===== config.mk =====
export PLATFORM = sky130hd
export DESIGN_NAME = piezo_led_arbiter
export DESIGN_NICKNAME = d
export VERILOG_FILES = /design/src/rtl/piezo_led_arbiter.sv
export SDC_FILE = /design/constraint.sdc
export NUM_CORES = 1
export LEC_CHECK = 0
export BUFFER_PORTS_ARGS = -buffer_cell sky130_fd_sc_hd__buf_2
export CORE_UTILIZATION = 23
export CTS_BUF_LIST = sky130_fd_sc_hd__clkbuf_4
export DETAILED_ROUTE_END_ITERATION = 7
export SLEW_MARGIN = 15
export SYNTH_ARGS = -nofsm -noshare
export SYNTH_HDL_FRONTEND = slang
export SYNTH_SLANG_ARGS = --single-unit

===== constraint.sdc =====
create_clock -name clk -period 3.1 [get_ports clk]
set_clock_uncertainty 0.15 [all_clocks]
set_input_delay 0.31 -clock clk [delete_from_list [all_inputs] [get_ports clk]]
set_output_delay 0.31 -clock clk [all_outputs]
set_load 0.05 [all_outputs]

===== src/rtl/piezo_led_arbiter.sv =====
// piezo_led_arbiter: shares one piezo/LED note output between ending music,
// question auto-play and live key tones. Fixed priority, ending music can
// preempt, a silent gap separates owners, and over-long owners are revoked.
module piezo_led_arbiter #(
    parameter int TICK_MAX      = 5000000,
    parameter int GAP_TICKS     = 2,
    parameter int TIMEOUT_TICKS = 100
) (
    input  logic       clk,
    input  logic       reset,
    input  logic [2:0] req,
    input  logic [3:0] note0,
    input  logic [3:0] note1,
    input  logic [3:0] note2,
    output logic [2:0] grant,
    output logic [3:0] piezo_out,
    output logic [3:0] led_out,
    output logic       busy,
    output logic       timeout
);

    // Ticker width covers 0..TICK_MAX; a degenerate TICK_MAX of 0 still needs one bit.
    localparam int TW      = (TICK_MAX > 0) ? $clog2(TICK_MAX + 1) : 1;
    // One shared tick counter serves both the ownership timeout and the gap.
    localparam int CNT_MAX = (GAP_TICKS > TIMEOUT_TICKS) ? GAP_TICKS : TIMEOUT_TICKS;
    localparam int CW      = $clog2(CNT_MAX + 2);

    localparam logic [TW-1:0] TICK_LAST = TW'(TICK_MAX);
    localparam logic [CW-1:0] GAP_LAST  = CW'((GAP_TICKS > 0) ? GAP_TICKS - 1 : 0);
    localparam logic [CW-1:0] TO_LAST   = CW'((TIMEOUT_TICKS > 0) ? TIMEOUT_TICKS - 1 : 0);
    localparam logic          GAP_EN    = (GAP_TICKS > 0);
    localparam logic          TO_EN     = (TIMEOUT_TICKS > 0);

    typedef enum logic [1:0] {
        IDLE  = 2'd0,
        GRANT = 2'd1,
        GAP   = 2'd2
    } state_t;

    state_t          r_state;
    logic [TW-1:0]   r_ticker;
    logic [CW-1:0]   r_cnt;
    logic [2:0]      r_lockout;
    logic [2:0]      r_grant;
    logic [3:0]      r_piezo;
    logic            r_timeout;

    state_t          w_stateNext;
    logic [CW-1:0]   w_cntNext;
    logic [2:0]      w_grantNext;
    logic [3:0]      w_piezoNext;
    logic            w_timeoutNext;
    logic [2:0]      w_lockSet;

    logic            w_tick;
    logic [2:0]      w_eligible;
    logic            w_release;
    logic            w_preempt;
    logic            w_revoke;
    logic [3:0]      w_ownerNote;

    assign w_tick      = (r_ticker == TICK_LAST);
    assign w_eligible  = req & ~r_lockout;
    assign w_release   = ~|(req & r_grant);
    assign w_preempt   = w_eligible[2] & ~r_grant[2];
    assign w_revoke    = TO_EN & w_tick & (r_cnt == TO_LAST);
    assign w_ownerNote = r_grant[2] ? note2 : (r_grant[1] ? note1 : note0);

    assign grant     = r_grant;
    assign piezo_out = r_piezo;
    assign led_out   = r_piezo;
    assign busy      = (r_state != IDLE);
    assign timeout   = r_timeout;

    // Free-running tick prescaler; deliberately never cleared by the FSM.
    always_ff @(posedge clk or negedge reset) begin
        if (!reset) begin
            r_ticker <= '0;
        end else if (w_tick) begin
            r_ticker <= '0;
        end else begin
            r_ticker <= r_ticker + 1'b1;
        end
    end

    // Lockout holds a revoked requester off until it lets go of its request.
    always_ff @(posedge clk or negedge reset) begin
        if (!reset) begin
            r_lockout <= '0;
        end else begin
            r_lockout <= (r_lockout | w_lockSet) & req;
        end
    end

    // State and registered outputs of the arbitration FSM.
    always_ff @(posedge clk or negedge reset) begin
        if (!reset) begin
            r_state   <= IDLE;
            r_cnt     <= '0;
            r_grant   <= '0;
            r_piezo   <= '0;
            r_timeout <= 1'b0;
        end else begin
            r_state   <= w_stateNext;
            r_cnt     <= w_cntNext;
            r_grant   <= w_grantNext;
            r_piezo   <= w_piezoNext;
            r_timeout <= w_timeoutNext;
        end
    end

    // Next state and outputs; release is tested before revoke so a voluntary
    // drop on the timeout tick is never punished, and revoke before preempt.
    always_comb begin
        w_stateNext   = r_state;
        w_cntNext     = r_cnt;
        w_grantNext   = r_grant;
        w_piezoNext   = r_piezo;
        w_timeoutNext = 1'b0;
        w_lockSet     = '0;
        case (r_state)
            IDLE: begin
                w_grantNext = '0;
                w_piezoNext = '0;
                w_cntNext   = '0;
                if (w_eligible[2]) begin
                    w_stateNext = GRANT;
                    w_grantNext = 3'b100;
                    w_piezoNext = note2;
                end else if (w_eligible[1]) begin
                    w_stateNext = GRANT;
                    w_grantNext = 3'b010;
                    w_piezoNext = note1;
                end else if (w_eligible[0]) begin
                    w_stateNext = GRANT;
                    w_grantNext = 3'b001;
                    w_piezoNext = note0;
                end
            end
            GRANT: begin
                if (w_release || w_revoke || w_preempt) begin
                    w_stateNext = GAP;
                    w_grantNext = '0;
                    w_piezoNext = '0;
                    w_cntNext   = '0;
                    if (!w_release && w_revoke) begin
                        w_timeoutNext = 1'b1;
                        w_lockSet     = r_grant;
                    end
                end else begin
                    w_piezoNext = w_ownerNote;
                    if (w_tick) begin
                        w_cntNext = r_cnt + 1'b1;
                    end
                end
            end
            GAP: begin
                w_grantNext = '0;
                w_piezoNext = '0;
                if (!GAP_EN) begin
                    w_stateNext = IDLE;
                    w_cntNext   = '0;
                end else if (w_tick) begin
                    if (r_cnt == GAP_LAST) begin
                        w_stateNext = IDLE;
                        w_cntNext   = '0;
                    end else begin
                        w_cntNext = r_cnt + 1'b1;
                    end
                end
            end
            default: begin
                w_stateNext = IDLE;
                w_grantNext = '0;
                w_piezoNext = '0;
                w_cntNext   = '0;
            end
        endcase
    end

endmodule


* After elaboration in Yosys (flattened, before gate mapping)
Cells that the tools add are included.
** Storage, ports and cells
- Flip-flop bits (word level) :: 43
- Output and inout bits :: 13
- Word-level logic and storage cells :: 67
** Cells by class
- Add/subtract/negate cells :: 2
- Equality and inequality tests :: 10
- Multiplexer cells :: 31
- Bitwise operators :: 8
- Reductions and logical operators :: 9
** Operator list (count)
- $mux W7 :: 4
- $mux W4 :: 6
- $add A23 B1 Y23 const B :: 1
- $eq A23 B23 Y1 const B :: 1
- $mux W23 :: 1
- $mux W3 :: 5
- $mux W2 :: 7
- $pmux W7 S2 :: 1
- $and A3 B3 Y3 :: 3
- $pmux W4 S2 :: 1
- $add A7 B1 Y7 const B :: 1
- $eq A7 B1 Y1 const B :: 1
- $eq A7 B7 Y1 const B :: 1
- $ne A2 B2 Y1 const B :: 3
- $pmux W2 S3 :: 1
- $pmux W3 S2 :: 1
- $mux W1 :: 4
- $ne A4 B4 Y1 const B :: 1
- $reduce_and A4 Y1 :: 1
- $ne A3 B3 Y1 const B :: 1
- $not A3 Y3 :: 1
- $or A3 B3 Y3 :: 1
- $reduce_or A3 Y1 :: 1
- $and A1 B1 Y1 :: 2
- other kinds (9) :: 10

* Longest topological paths before layout
Gate-level depths: netlist of run 1.
- Word-level depth :: 9
- Mapped depth :: 8
- Depth with buffers taken out :: 7

* Worst setup path before layout of run 1
Ideal clock, no wire load.
- Path type :: flip-flop to flip-flop
- Start point :: register r_grant[1], in the netlist grant[1]
- End point :: register r_cnt[4]
- Library setup time :: 0.121 ns
- Arrival time :: 1.980 ns
- Required time :: 2.829 ns
- Slack :: 0.849 ns
- Stages on the path, launching flop included :: 7
- Path buffers :: 1
- Period minus slack after synthesis :: 2.251 ns
- Cell sequence :: dfrtp_1 > buf_6 > a222oi_1 > or3_2 > a2bb2oi_4 > nor2b_1 > a22o_1
** Between the ends
- Longest elaborated chain between the ends :: 7
** Ends and longest elaborated chain
- start, declared :: RTL line 44 : logic [2:0] r_grant;
- start signal, assigned :: RTL line 106 : r_grant <= w_grantNext;
- $and A3 B3 Y3 (*) :: RTL line 64 : assign w_release = ~|(req & r_grant);
- $reduce_or A3 Y1 (*) :: RTL line 64
- $logic_not A1 Y1 (*) :: RTL line 64
- $logic_or A1 B1 Y1 (*) (2 in a row) :: RTL line 141 : if (w_release || w_revoke || w_preempt) begin
- $mux W7 / $ne A3 B3 Y1 (equally long branches)
- $pmux W7 S2 / $reduce_and A2 Y1 (equally long branches)
- end signal, assigned :: RTL line 105 : r_cnt <= w_cntNext;
- end, declared :: RTL line 42 : logic [CW-1:0] r_cnt;
Every way passes the cells marked *; elsewhere a longest branch is shown, timed or not.
A chain may end at the register's enable or synchronous reset.

* Final worst setup path of run 1
- Start point :: register r_ticker[0]
- End point :: register r_state[1]
** Between the ends
- Longest elaborated chain between the ends :: 6
** Ends and longest elaborated chain
- start, declared :: RTL line 41 : logic [TW-1:0] r_ticker;
- start signal, assigned :: RTL line 82 : r_ticker <= r_ticker + 1'b1;
- $eq A23 B23 Y1 (*) :: RTL line 62 : assign w_tick = (r_ticker == TICK_LAST);
- $and A1 B1 Y1 :: RTL line 66 : assign w_revoke = TO_EN & w_tick & (r_cnt == TO_LAST);
- $logic_or A1 B1 Y1 (2 in a row) :: RTL line 141
- $ne A2 B2 Y1 (no source line)
- $reduce_and A4 Y1 (no source line) (*)
- end signal, assigned :: RTL line 104 : r_state <= w_stateNext;
- end, declared :: RTL line 40 : state_t r_state;
Marked as above.

==> metrics list, run 1 <==
* Yosys top cell area share: 46.04%
- Summing internal, switching and leakage power gives 1.549 mW.
- Hold EP: led_out[0]$_DFF_PN0_
- Syn_area_per_cell: a little over 10 um2
- The die is roughly 100 um wide.
- The count of final hold-check violations came to 0.
- Data on the critical path arrives at its endpoint at 2.36 ns.
- The worst setup path is of the reg2reg kind.
- Portion of the post-synthesis area used by sequential elements: between 40% and 50%
- Commonest register cell after synthesis: dfrtp_1
- Drt total wl: about 4.7 mm
* Sequential fraction of design power: between 40 and 50%
* Fin crit share: about 73%
- The worst setup path is launched from a flip-flop.
- In this run the critical register-to-register path is launched from r_ticker[0]$_DFF_PN0_.
- The first global-routing pass estimated between 8 and 9 mm of wire.
* Clock latency on the worst-skew pair: 0.35 ns
* Final Cell Area: between 2000 and 3000 um2
- Synthesis inferred between 40 and 50 register bits.
* Endpoint of the worst register-to-register path: r_state[1]$_DFFE_PN0P_
- In this run the register-to-register setup slack is approximately 0.84 ns.
- Final number of setup-violating endpoints: 0
- Count of standard-cell rows: 36
- Setup WS post-layout: between 0.8 and 0.9 ns
- The via count of the first global-routing pass is 1703.
- Pin count of the biggest net entering global routing: 44
* Worst-path maximum fanout: 10
- The clock drives 43 sinks.
* Count of cell types in the netlist: 41
* I/O pin count: 30
- The tree is rooted in a clkbuf_4.
- Internal power: between 0.9 and 1 mW
- Count of flip-flops with a built-in enable after synthesis: 0
- Syn Nets: 251
- Global route overflow: 0
- Multi-input gate area: 1170 um2
- After clock tree synthesis, the clock-pin slew on the worst setup and hold paths is about 0.13 ns.
- Maximum operating frequency: between 400 and 500 MHz
- Share of synthesized flip-flops with an asynchronous set or reset: 100.0%
- Count of inserted antenna diode cells: 0
- Port buffer count: 29
- Global routing consumed, over all layers together, under 10% of the routing resources.
- At the end of the flow, the number of nets in the layout was 282.
* DRC marker count from the first detailed-route iteration: ~100
* Count of mapped cells out of synthesis: ~230
- Measured against its own limit, the worst slew margin works out to roughly 36%.
- Area growth, synth to finish: 14.40%
* DPL Wire Length: 3.462 mm
- Transition time of the tightest slew-check pin: ~0.96 ns
- Counting the fill cells in the layout gives around 1100.
- Total vias in the final route: approximately 1800
* Initial antenna violation count: 0
- The worst path needs between 2 and 2.5 ns of the cycle, external delays included.
- Placed Instance Area: around 2600 um2
- The total count of max-transition violations in the final report came to 0.
* Total negative slack: 0 ns
- Cell Pwr Density: a little under 600 nW/um2
* Setup repair after global routing missed its margin: false
- The flow ran to the end, and the final reports show no timing, DRC or antenna violations.
- Die outline area: roughly 11000 um2
- TritonCTS built the clock tree.
- OpenSTA, run right after detailed placement, puts the worst setup slack at 0.8434 ns.
* Hold-critical path depth: 3
- Count of synthesis-stage warnings from yosys: 0
- The first detailed-routing pass took 6 iterations.
- WP data required: 3.20 ns
- The worst-case IR drop observed on VDD is approximately 320 uV.
- The tightest min-delay check is of the in2reg type.
* Netlist area before placement: between 2000 and 2500 um2
* Deepest level of the CTS H-tree: 2
* Floorplan die height: 102.8 um
- Type of destination of the critical path: flip-flop
- Switching share of total power: between 40% and 50%
- Post-detailed-route DRC marker count: 0
* Relative contribution of the clock network to total power: around a fifth
- The core region is 9819 um2.
- For this design the static power due to leakage is about 1.3 nW.
* Wire length per cell after detailed routing: 12.07 um
* Post-CTS setup-driven buffer insertion count: 0
* Via density per instance: 4.551
- In this run the remaining antenna-violating nets after routing total 0.
* Ratio of cells with drive above 1 in the final layout: between 20% and 30%
* Max-capacitance violation count: 0
- The clock passes through at most 2 buffers.
- Final estimated routing congestion in global placement: between 0.7 and 0.8
* Register area: between 1000 and 1500 um2
- TritonCTS Buffers: 5
- The worst register-to-register path has a depth of 7.
- Combinational cells account for around two fifths of the total power.
- Ranking of synthesized cells by area: dfrtp_1 46%, nor2_1 4.5%, ha_1 3.7%
* Largest area contributor in the synthesized netlist: dfrtp_1
- Effective utilization at floorplan: approximately a quarter
- Summed over all nets, the switching power comes to around 0.64 mW.
* Startpoint of the tightest hold check path: note2[0]
cells by family (layout without fill, tap and decap cells):
| logic type | after synthesis | after routing | share of synthesized area (%) |
|---|---|---|---|
| AO/OA/AOI/OAI | 41 | 41 | 13.97 |
| flip-flops | 43 | 43 | 46.04 |
| buffers and inverters | 18 | 50 | 3.908 |
| XOR/XNOR | 17 | 17 | 6.370 |
| adder cells (fa/ha/maj) | 7 | 7 | 3.747 |
| multiplexers | 12 | 12 | 5.353 |
| AND/OR/NAND/NOR | 89 | 89 | 20.61 |
metrics by stage:
| step | util [%] | std cells | hold WS [ns] |
|---|---|---|---|
| final | 27.23 | 392 | 0.04117 |
| after global routing | 27.23 | 392 | 0.02555 |
| after CTS | 27.23 | 392 | 0.01233 |
| after detailed placement | 26.54 | 383 | 0.3263 |
| after global placement | 26.54 | 383 | 0.3192 |
| after floorplan | - | 227 | -0.1356 |
final cells by class:
class | count | area share, %
clock inverter | 1 | 0.1872
multi-input combinational | 166 | 43.75
sequential | 43 | 40.24
tap | 133 | 6.224
inverter | 11 | 1.544
clock buffer | 7 | 1.965
timing repair buffer | 31 | 6.083
layer usage:
| metal | vias to the layer above | part of all wire, % | GRT usage, % |
|---|---|---|---|
| li1 | 874 | - | - |
| met1 | 876 | 48 | 13.05 |
| met2 | 30 | 47 | 15.90 |
| met3 | 4 | 3.8 | 2.508 |
| met4 | 0 | 0.97 | 3.684 |
| met5 | - | 0 | 0 |
what timing repair did:
action	4_1_cts	5_1_grt
endpoints found under the hold margin	43	0
hold buffers	1	0
resized for setup	0	0
placed cells by master, fill, tap and decap left out, types with 2 or more instances in the layout:
master / synthesis / layout
o21ai_0: 9 / 9
mux2_2: 4 / 4
nor4b_2: 3 / 3
a22o_1: 4 / 4
buf_2: 1 / 29
mux2i_1: 8 / 8
dfrtp_1: 43 / 43
nor3_1: 6 / 6
inv_1: 11 / 11
a21oi_1: 5 / 5
ha_1: 7 / 7
a222oi_1: 5 / 5
xor2_1: 7 / 7
xnor2_1: 10 / 10
clkbuf_4: 0 / 7
nand2b_1: 4 / 4
nand3_1: 15 / 15
a21o_1: 9 / 9
nand4_1: 5 / 5
nor2b_1: 2 / 2
nand2_1: 12 / 12
and3_1: 3 / 3
nor3b_1: 2 / 2
and2_1: 4 / 4
nor2_1: 28 / 28
worst max-delay path by stage:
| stage | from | endpoint | cells after the start |
|---|---|---|---|
| 2_1_floorplan | grant[1]$_DFFE_PN0P_ | r_cnt[4]$_DFFE_PN0P_ | 6 |
| 3_3_place_gp | r_ticker[0]$_DFF_PN0_ | r_ticker[17]$_DFF_PN0_ | 8 |
| 3_5_place_dp | r_ticker[0]$_DFF_PN0_ | r_ticker[17]$_DFF_PN0_ | 8 |
| 4_1_cts | r_ticker[0]$_DFF_PN0_ | r_state[1]$_DFFE_PN0P_ | 7 |
| 5_1_grt | r_ticker[0]$_DFF_PN0_ | r_state[1]$_DFFE_PN0P_ | 7 |
| 6_report | r_ticker[0]$_DFF_PN0_ | r_state[1]$_DFFE_PN0P_ | 7 |
cells in the mapped netlist, drive strengths merged (3+ instances only):
cell	number
and3	3
a222oi	5
inv	11
and2	4
xor2	7
mux2i	8
nand2	12
nor3	6
nor4b	3
nor2	28
nand3	15
nand2b	4
a21oi	5
o21ai	10
a22o	4
nand4	6
mux2	4
xnor2	10
a21o	9
dfrtp	43
ha	7
buf	6
registers in the layout, summed over array words and instances, names as in the netlist:
signal	flops
r_ticker	23
r_cnt	7
led_out	4
grant	3
r_lockout	3
r_state	2
timeout	1
power by group through the flow:
| stage | clock, mW | sequential (mW) | combinational, mW |
|---|---|---|---|
| 2_1_floorplan | 0 | 0.740 | 0.418 |
| 3_5_place_dp | 0 | 0.669 | 0.602 |
| 6_report | 0.291 | 0.657 | 0.601 |
| 5_1_grt | 0.324 | 0.668 | 0.658 |
| 3_3_place_gp | 0 | 0.667 | 0.595 |
| 4_1_cts | 0.304 | 0.658 | 0.605 |
worst max-delay path, stage by stage (launching register included):
cell	delay, ns
dfrtp_1	0.43
inv_1	0.07
ha_1	0.15
nor4b_2	0.22
nand4_2	0.27
o21ai_2	0.47
o2111ai_2	0.23
mux2i_1	0.16
Power figures use the tool's default switching activity.
==> run 2, diff against run 1 <==
- ABC_AREA: unset -> 1
- clock period: 3.1 -> 2.35 ns (I/O delays scaled with it)
==> run 2 against run 1 <==
Effect of this change:
- routed wire length grew 26%
- register-to-register slack lost 0.58 ns
- die area grew 11%
- worst hold slack lost 0.034 ns
- synthesized cell count grew 56%
- non-clock buffer count grew 12
- critical endpoint is now led_out[2]$_DFF_PN0_
- largest cell class unchanged
- highest routed layer unchanged
==> metrics list, run 2 <==
* Worst-path maximum fanout: 5
- CTS-repair resized insts: 0
* Via density per instance: about 4.4
- The number of antenna violations at the first check in global routing is 0.
- I/O pin count: 30
* Pin count of the biggest net entering global routing: 22
- Deepest level of the CTS H-tree: 2
- For the worst setup path, the data arrival time is 2.19 ns.
- The library cells used most frequently in the layout, excluding fill and tap cells, are 83 x nand2_1, 63 x inv_1, 43 x dfrtp_1.
- WP data required: ~2.5 ns
- In this run the tool buffered the top-level ports with 29 buffer cells.
* Static Leak: ~1.6 nW
* Flip-flop count of the largest register, all copies and words added: 23
* Effective utilization at floorplan: approximately a quarter
* Fin crit share: 88.90%
- Count of cells along the worst register-to-register path: 7
- Final cell count without fillers: roughly 540
* Share of synthesized flip-flops with an asynchronous set or reset: 100.0%
* Cell with the biggest individual delay on the critical path: dlygate4sd3_1
- Worst vdd ir: between 400 and 500 uV
* Register bit total from synthesis: between 40 and 50
- Maximum operating frequency: 478.7 MHz
- Count of standard-cell rows: 38
- TritonCTS Buffers: 5
* Count of synthesis-stage warnings from yosys: 0
- Startpoint of the tightest hold check path: note0[3]
* Status: completed
* First-pass iteration count of the detailed router: 4
- Leaving out fill and tap cells, the most frequent cell in the layout is nand2_1.
- In this run the standard cell core region covers approximately 11000 um2.
- The path class of the tightest hold or removal check is in2reg.
- At the pin with the least slew margin, the transition time is ~0.5 ns.
- In this run the deepest clock path goes through 2 buffers.
- Floorplan die height: 108.6 um
* R2R setup slack: around 0.26 ns
* Leading post-synthesis cells by instance count: 83 x nand2_1, 63 x inv_1, 43 x dfrtp_1, 33 x nand3_1, 30 x nor2_1
- Most repeated library cell on the critical path: inv_1
- In this run, the number of DRC markers left after iteration 0 of detailed routing was 90.
- Clock latency on the worst-skew pair: between 0.3 and 0.4 ns
- For this run the aggregate overflow at the end of global routing stands at 0.
* Buffers plus inverters on the worst setup path: 3
- Count of inserted antenna diode cells: 0
- A synthesized cell averages 7.397 um2.
* Die outline area: 11780 um2
- Syn Nets: between 300 and 400
* CTS root buffer: clkbuf_4
- The detail route stage leaves a number of antenna-violating nets equal to 0.
- Clock tree synthesis found a total of 43 sinks.
- In this run the power density over the cells is approximately 680 nW/um2.
- Headroom to the max-slew limit came out at about two thirds.
- Ranking of synthesized cells by area: dfrtp_1 41%, nand2_1 12%, inv_1 9.1%
- In this run the critical register-to-register path is captured at led_out[2]$_DFF_PN0_.
- Die boundary width: 108.6 um
- Netlist area before placement: ~2600 um2
- Hold-critical path depth: 3
* Final Cell Area: a little over 3000 um2
- First-pass GRT wire length: approximately 10 mm
* Post-detailed-route DRC marker count: 0
- Post-CTS timing repair inserted 0 buffers for setup.
- Final estimated routing congestion in global placement: about 0.89
* Total negative slack: 0 ns
* Final core occ: roughly 28%
- Kind of cell with the highest combined delay on the critical path: buffers and inverters
* Count of nets after finishing: between 400 and 500
* Category of the critical setup timing path: reg2reg
- The final layout contains routed wiring with a total length of about 6 mm.
- Count of flip-flops with a built-in enable after synthesis: 0
* Portion of the post-synthesis area used by sequential elements: 41.21%
* Commonest register cell after synthesis: dfrtp_1
- r_ticker holds more flip-flops than any other register.
- Setup repair after global routing missed its margin: false
* Count of cell types in the netlist: 34
* Worst path cell trace: inv_1 > ha_1 > nand2_1 > inv_1 > a22oi_1 > dlygate4sd3_1 > nand3_1
* Max-slew violation total from the final report: 0
- In the final routed layout, each cell accounts on average for 11.08 um.
- Final min period: 2.089 ns
- Setup violations remaining at the end of the flow were counted as 0.
* Largest area contributor in the synthesized netlist: dfrtp_1
- Critical Path Source Type: flip-flop
- The HPWL after detailed placement is ~4.5 mm.
- The worst setup path is captured at a flip-flop.
- Global routing used 11.23% of the available tracks across all layers.
- RR Startpoint: r_state[0]$_DFFE_PN0P_
- Hold violation count in the final report: 0
- Once placement completed, the tool counted placed cells totaling slightly above 500.
- Across the run, the number of max-cap violations was 0.
* Total vias in the final route: approximately 2400
- Vias in the first global route: roughly 2300
- Count of mapped cells out of synthesis: about 350
- Crit-path max cell delay: roughly 0.57 ns
- TritonCTS built the clock tree.
- After clock tree synthesis, the flow added hold-fix buffers numbering 10.
* Clock-pin slew on the worst setup and hold paths: 0.13 ns
* Yosys top cell area share: 41.21%
- From synthesis to final layout, the design area changed by 17.97%.
- In the final layout, the share of cells above drive strength 1 is between 10% and 20%.
* Placed Instance Area: ~2900 um2
- Hold EP: led_out[3]$_DFF_PN0_
- Among all cell types in the netlist, the one instantiated most often is nand2_1.
[run 2: worst max path at each step]
stage                           startpoint                      to  depth (start not counted)
global route                        req[2]    led_out[2]$_DFF_PN0_                         10
detailed placement   r_ticker[0]$_DFF_PN0_  r_state[1]$_DFFE_PN0P_                         11
CTS                 r_state[0]$_DFFE_PN0P_    led_out[0]$_DFF_PN0_                          7
floorplan             grant[2]$_DFFE_PN0P_    r_cnt[2]$_DFFE_PN0P_                          9
finish              r_state[0]$_DFFE_PN0P_    led_out[2]$_DFF_PN0_                          7
global placement     r_ticker[0]$_DFF_PN0_    r_cnt[6]$_DFFE_PN0P_                         12
[run 2: cells by family (layout without fill, tap and decap cells)]
family,count (synthesis),count (layout),synth area share [%]
buffers and inverters,73,116,11.64
AOI/OAI and AO/OA,35,35,7.475
adders and majority gates,7,7,3.354
xor gates and xnor gates,10,10,3.354
DFF,43,43,41.21
and+or+nand+nor,185,185,32.97
[run 2: routing by layer]
metal | part of all wire [%] | wire (um) | vias up | GRT usage (%)
met5 | 0 | 0 | - | 0
met4 | 1.2 | 70 | 0 | 3.378
met3 | 4.5 | 268 | 9 | 2.592
met2 | 47 | 2770 | 51 | 18.26
met1 | 48 | 2828 | 1084 | 14.72
li1 | - | - | 1208 | -
[run 2: area by class of cell]
| type | instances | area [um2] |
|---|---|---|
| Clock inverter | 2 | 37.54 |
| Inverter | 66 | 247.7 |
| Multi-Input combinational cell | 237 | 1231 |
| Fill cell | 1202 | 7855 |
| Tap cell | 140 | 175.2 |
| Clock buffer | 5 | 37.54 |
| Sequential cell | 43 | 1076 |
| Timing Repair Buffer | 43 | 275.3 |
[run 2: worst register-to-register path, cell delays in order, from the launching register on]
cell	delay, ns
dfrtp_1	0.41
inv_1	0.07
ha_1	0.27
nand2_1	0.14
inv_1	0.08
a22oi_1	0.18
dlygate4sd3_1	0.57
nand3_1	0.10
[run 2: power by group]
group / total [mW] / leakage, nW / switching (mW) / internal, mW
clock: 0.469 / 0.0373 / 0.251 / 0.218
sequential: 0.858 / 0.578 / 0.0578 / 0.800
combinational: 0.776 / 0.972 / 0.560 / 0.216
total: 2.10 / 1.59 / 0.869 / 1.23
[run 2: through the flow]
step	power, mW	hold WS, ns	setup WS (ns)
final	2.104	0.007670	0.2609
after global routing	2.247	0.02232	0.1471
after CTS	2.125	0.004014	0.3125
after detailed placement	1.628	0.07960	0.4488
after global placement	1.615	0.07379	0.4958
after floorplan	1.478	-0.2106	0.5312
==> run 3, diff against run 2 <==
- CAP_MARGIN: unset -> 5
- CELL_PAD_IN_SITES_DETAIL_PLACEMENT: unset -> 1
- CELL_PAD_IN_SITES_GLOBAL_PLACEMENT: unset -> 1
- PLACE_DENSITY_LB_ADDON: unset -> 0.1
==> run 3 against run 2 <==
Effect of this change:
- utilization is 0.10 points higher
- register-to-register slack got worse by 0.04 ns
- sequential cell count unchanged
- sequential share of layout area is 0.13 points lower
- worst hold slack gained 0.021 ns
- critical endpoint is now led_out[0]$_DFF_PN0_
- highest routed layer unchanged
==> metrics list, run 3 (synthesis gave the netlist of run 2 again) <==
- Setup violations remaining at the end of the flow were counted as 0.
- Antenna-violating nets left: 0
- The worst hold path belongs to the class in2reg.
- After routing the design area is slightly above 3000 um2.
- Setup slack at placement: 0.3447 ns
- The flow ran to the end, and the final reports show no timing, DRC or antenna violations.
- Flip-flop count of the largest register, all copies and words added: 23
- In this run the clock root is driven by a clkbuf_4.
- Critical Path Source Type: flip-flop
- The detailed router put a total of around 3.5 mm of wire on met1.
- Detailed routing placed a total of 3.470 mm of wire on met2.
- Ratio of cells with drive above 1 in the final layout: around 14%
- Summing all multi-input logic gate instances after layout gives ~1200 um2.
* Top routing layer used: met4
* Setup WS post-layout: between 0.2 and 0.25 ns
- The worst hold path terminates at led_out[1]$_DFF_PN0_.
* Max-capacitance violation count: 0
- The floorplan step defined a core boundary enclosing 10940 um2.
* Cell Pwr Density: approximately 700 nW/um2
- In this run the worst path has a maximum fanout of 5.
- In the final layout, flip-flops and latches occupy around 1100 um2.
- The first global-routing pass estimated roughly 13 mm of wire.
- Setup repair after global routing left no endpoint under its margin.
* Placed Instance Area: between 2000 and 3000 um2
- Arr. time, crit path: 2.25 ns
* Global route overflow: 0
- The number of placed instances, taps included, is 519.
- Maximum operating frequency: approximately 470 MHz
- The critical path is of the reg2reg type.
- Counting instances, the worst hold path has a depth of 3.
* Count of fill cells added during filler insertion: 1381
* CTS-repair resized insts: 0
- The number of antenna violations at the first check in global routing was 0.
* First-pass iteration count of the detailed router: 4
- After detailed routing, the number of remaining DRC violations is 0.
* I/O pin count: 30
* Deepest level of the CTS H-tree: 2
- STA classifies the critical path endpoint as a flip-flop.
* Die outline area: around 12000 um2
* Relative slew slack: 71.98%
- Routability-driven placement finished with a final weighted congestion of approximately 0.73.
* Count of cells along the worst register-to-register path: 7
- Worst Hold Slack: between 0.02 and 0.03 ns
- The top cell types in the final layout, fill and taps aside, are 83 x nand2_1, 63 x inv_1, 43 x dfrtp_1.
* Clock sink total: 43
- Dividing the detail-routed wire length by the instance count gives roughly 14 um.
- Max-slew violation total from the final report: 0
* Port buffer count: 29
* Count of nets after finishing: ~420
- DPL Wire Length: 5.664 mm
- Across every metal layer, demand over resource in global routing totals approximately 14%.
- Worst vdd ir: 312.1 uV
- WP data required: roughly 2.5 ns
* RR Startpoint: r_state[0]$_DFFE_PN0P_
- r_ticker holds more flip-flops than any other register.
- Startpoint of the tightest hold check path: note0[1]
- Die boundary width: 108.6 um
* Effective utilization at floorplan: roughly a quarter
- Maximum number of buffers from clock root to sink: 2
- Most common library cell in the layout ignoring fill and taps: nand2_1
- Row generation in the floorplan step produced 38 rows.
- In the final timing run, aggregate negative setup slack is 0 ns.
* Fin crit share: approximately nine tenths
* Total vias in the final route: around 2400
- The clock period could shrink to 2.127 ns.
- Measured along the y axis, the die boundary spans roughly 110 um.
- DR WL met3: just under 200 um
- Entering global routing, the biggest net connects 18 pins.
* Post-CTS setup-driven buffer insertion count: 0
* Via density per instance: 4.454
- The count of final hold-check violations came to 0.
* Static Leak: 1.597 nW
- Area growth, synth to finish: 18.40%
- TritonCTS built the clock tree.
- Clock-pin slew on the worst setup and hold paths: roughly 0.13 ns
- The clock reaches the later pin of the worst-skew pair after 0.38 ns.
- The worst register-to-register path ends at led_out[0]$_DFF_PN0_.
* Transition time of the tightest slew-check pin: 0.4159 ns
- Buffers inserted during clock tree synthesis total 5.
- Once layout is complete, the cells apart from fillers number between 500 and 600.
- DRC marker count from the first detailed-route iteration: 44
- Vias in the first global route: 2547
- 0 antenna diodes ended up in the layout.
* Drt total wl: 7.279 mm
* R2R setup slack: about 0.22 ns
[run 3: changes by cell type in the layout (fill, tap and decap cells not counted)]
cell,change
clkinv_1,+1
dlygate4sd3_1,+1
clkinv_2,+1
clkinvlp_4,-1
[run 3: cell type report]
type                       instances  area share, %
multi-input combinational        237          39.82
inverter                          66          8.013
clock buffer                       5          1.214
timing repair buffer              44          9.227
tap                              140          5.666
sequential                        43          34.80
clock inverter                     3          1.255
[run 3: per-layer routing]
layer,vias up,track usage (%)
met2,32,23.46
met3,11,2.773
met1,1145,18.15
met4,0,3.475
li1,1208,-
met5,-,0
[run 3: timing repair]
item / CTS / global route
endpoints found under the hold margin: 34 / 0
endpoints found under the setup margin: 0 / 0
hold buffers: 11 / 0
[run 3: per-stage QoR]
stage                     util [%]  total power, mW
final                        28.27            2.156
after CTS                    28.27            2.186
after floorplan                  -            1.478
after global placement       26.57            1.659
after global routing         28.27            2.293
after detailed placement     26.57            1.659
[run 3: worst max path at each step]
| stage | startpoint | endpoint |
|---|---|---|
| 2_1_floorplan | grant[2]$_DFFE_PN0P_ | r_cnt[2]$_DFFE_PN0P_ |
| 3_3_place_gp | r_ticker[0]$_DFF_PN0_ | r_state[1]$_DFFE_PN0P_ |
| 3_5_place_dp | r_ticker[0]$_DFF_PN0_ | r_state[0]$_DFFE_PN0P_ |
| 4_1_cts | r_state[0]$_DFFE_PN0P_ | led_out[0]$_DFF_PN0_ |
| 5_1_grt | r_state[0]$_DFFE_PN0P_ | led_out[0]$_DFF_PN0_ |
| 6_report | r_state[0]$_DFFE_PN0P_ | led_out[0]$_DFF_PN0_ |
[run 3: worst max-delay path: stages (launching register included)]
cell and delay [ns]:
dfrtp_1 0.40, inv_1 0.08, ha_1 0.28, nand3_1 0.20
inv_1 0.10, a22oi_1 0.17, dlygate4sd3_1 0.59, nand3_1 0.07
[run 3: power breakdown]
part / internal, mW / switching, mW / total, mW
clock: 0.219 / 0.276 / 0.495
combinational: 0.218 / 0.581 / 0.799
sequential: 0.801 / 0.0607 / 0.861
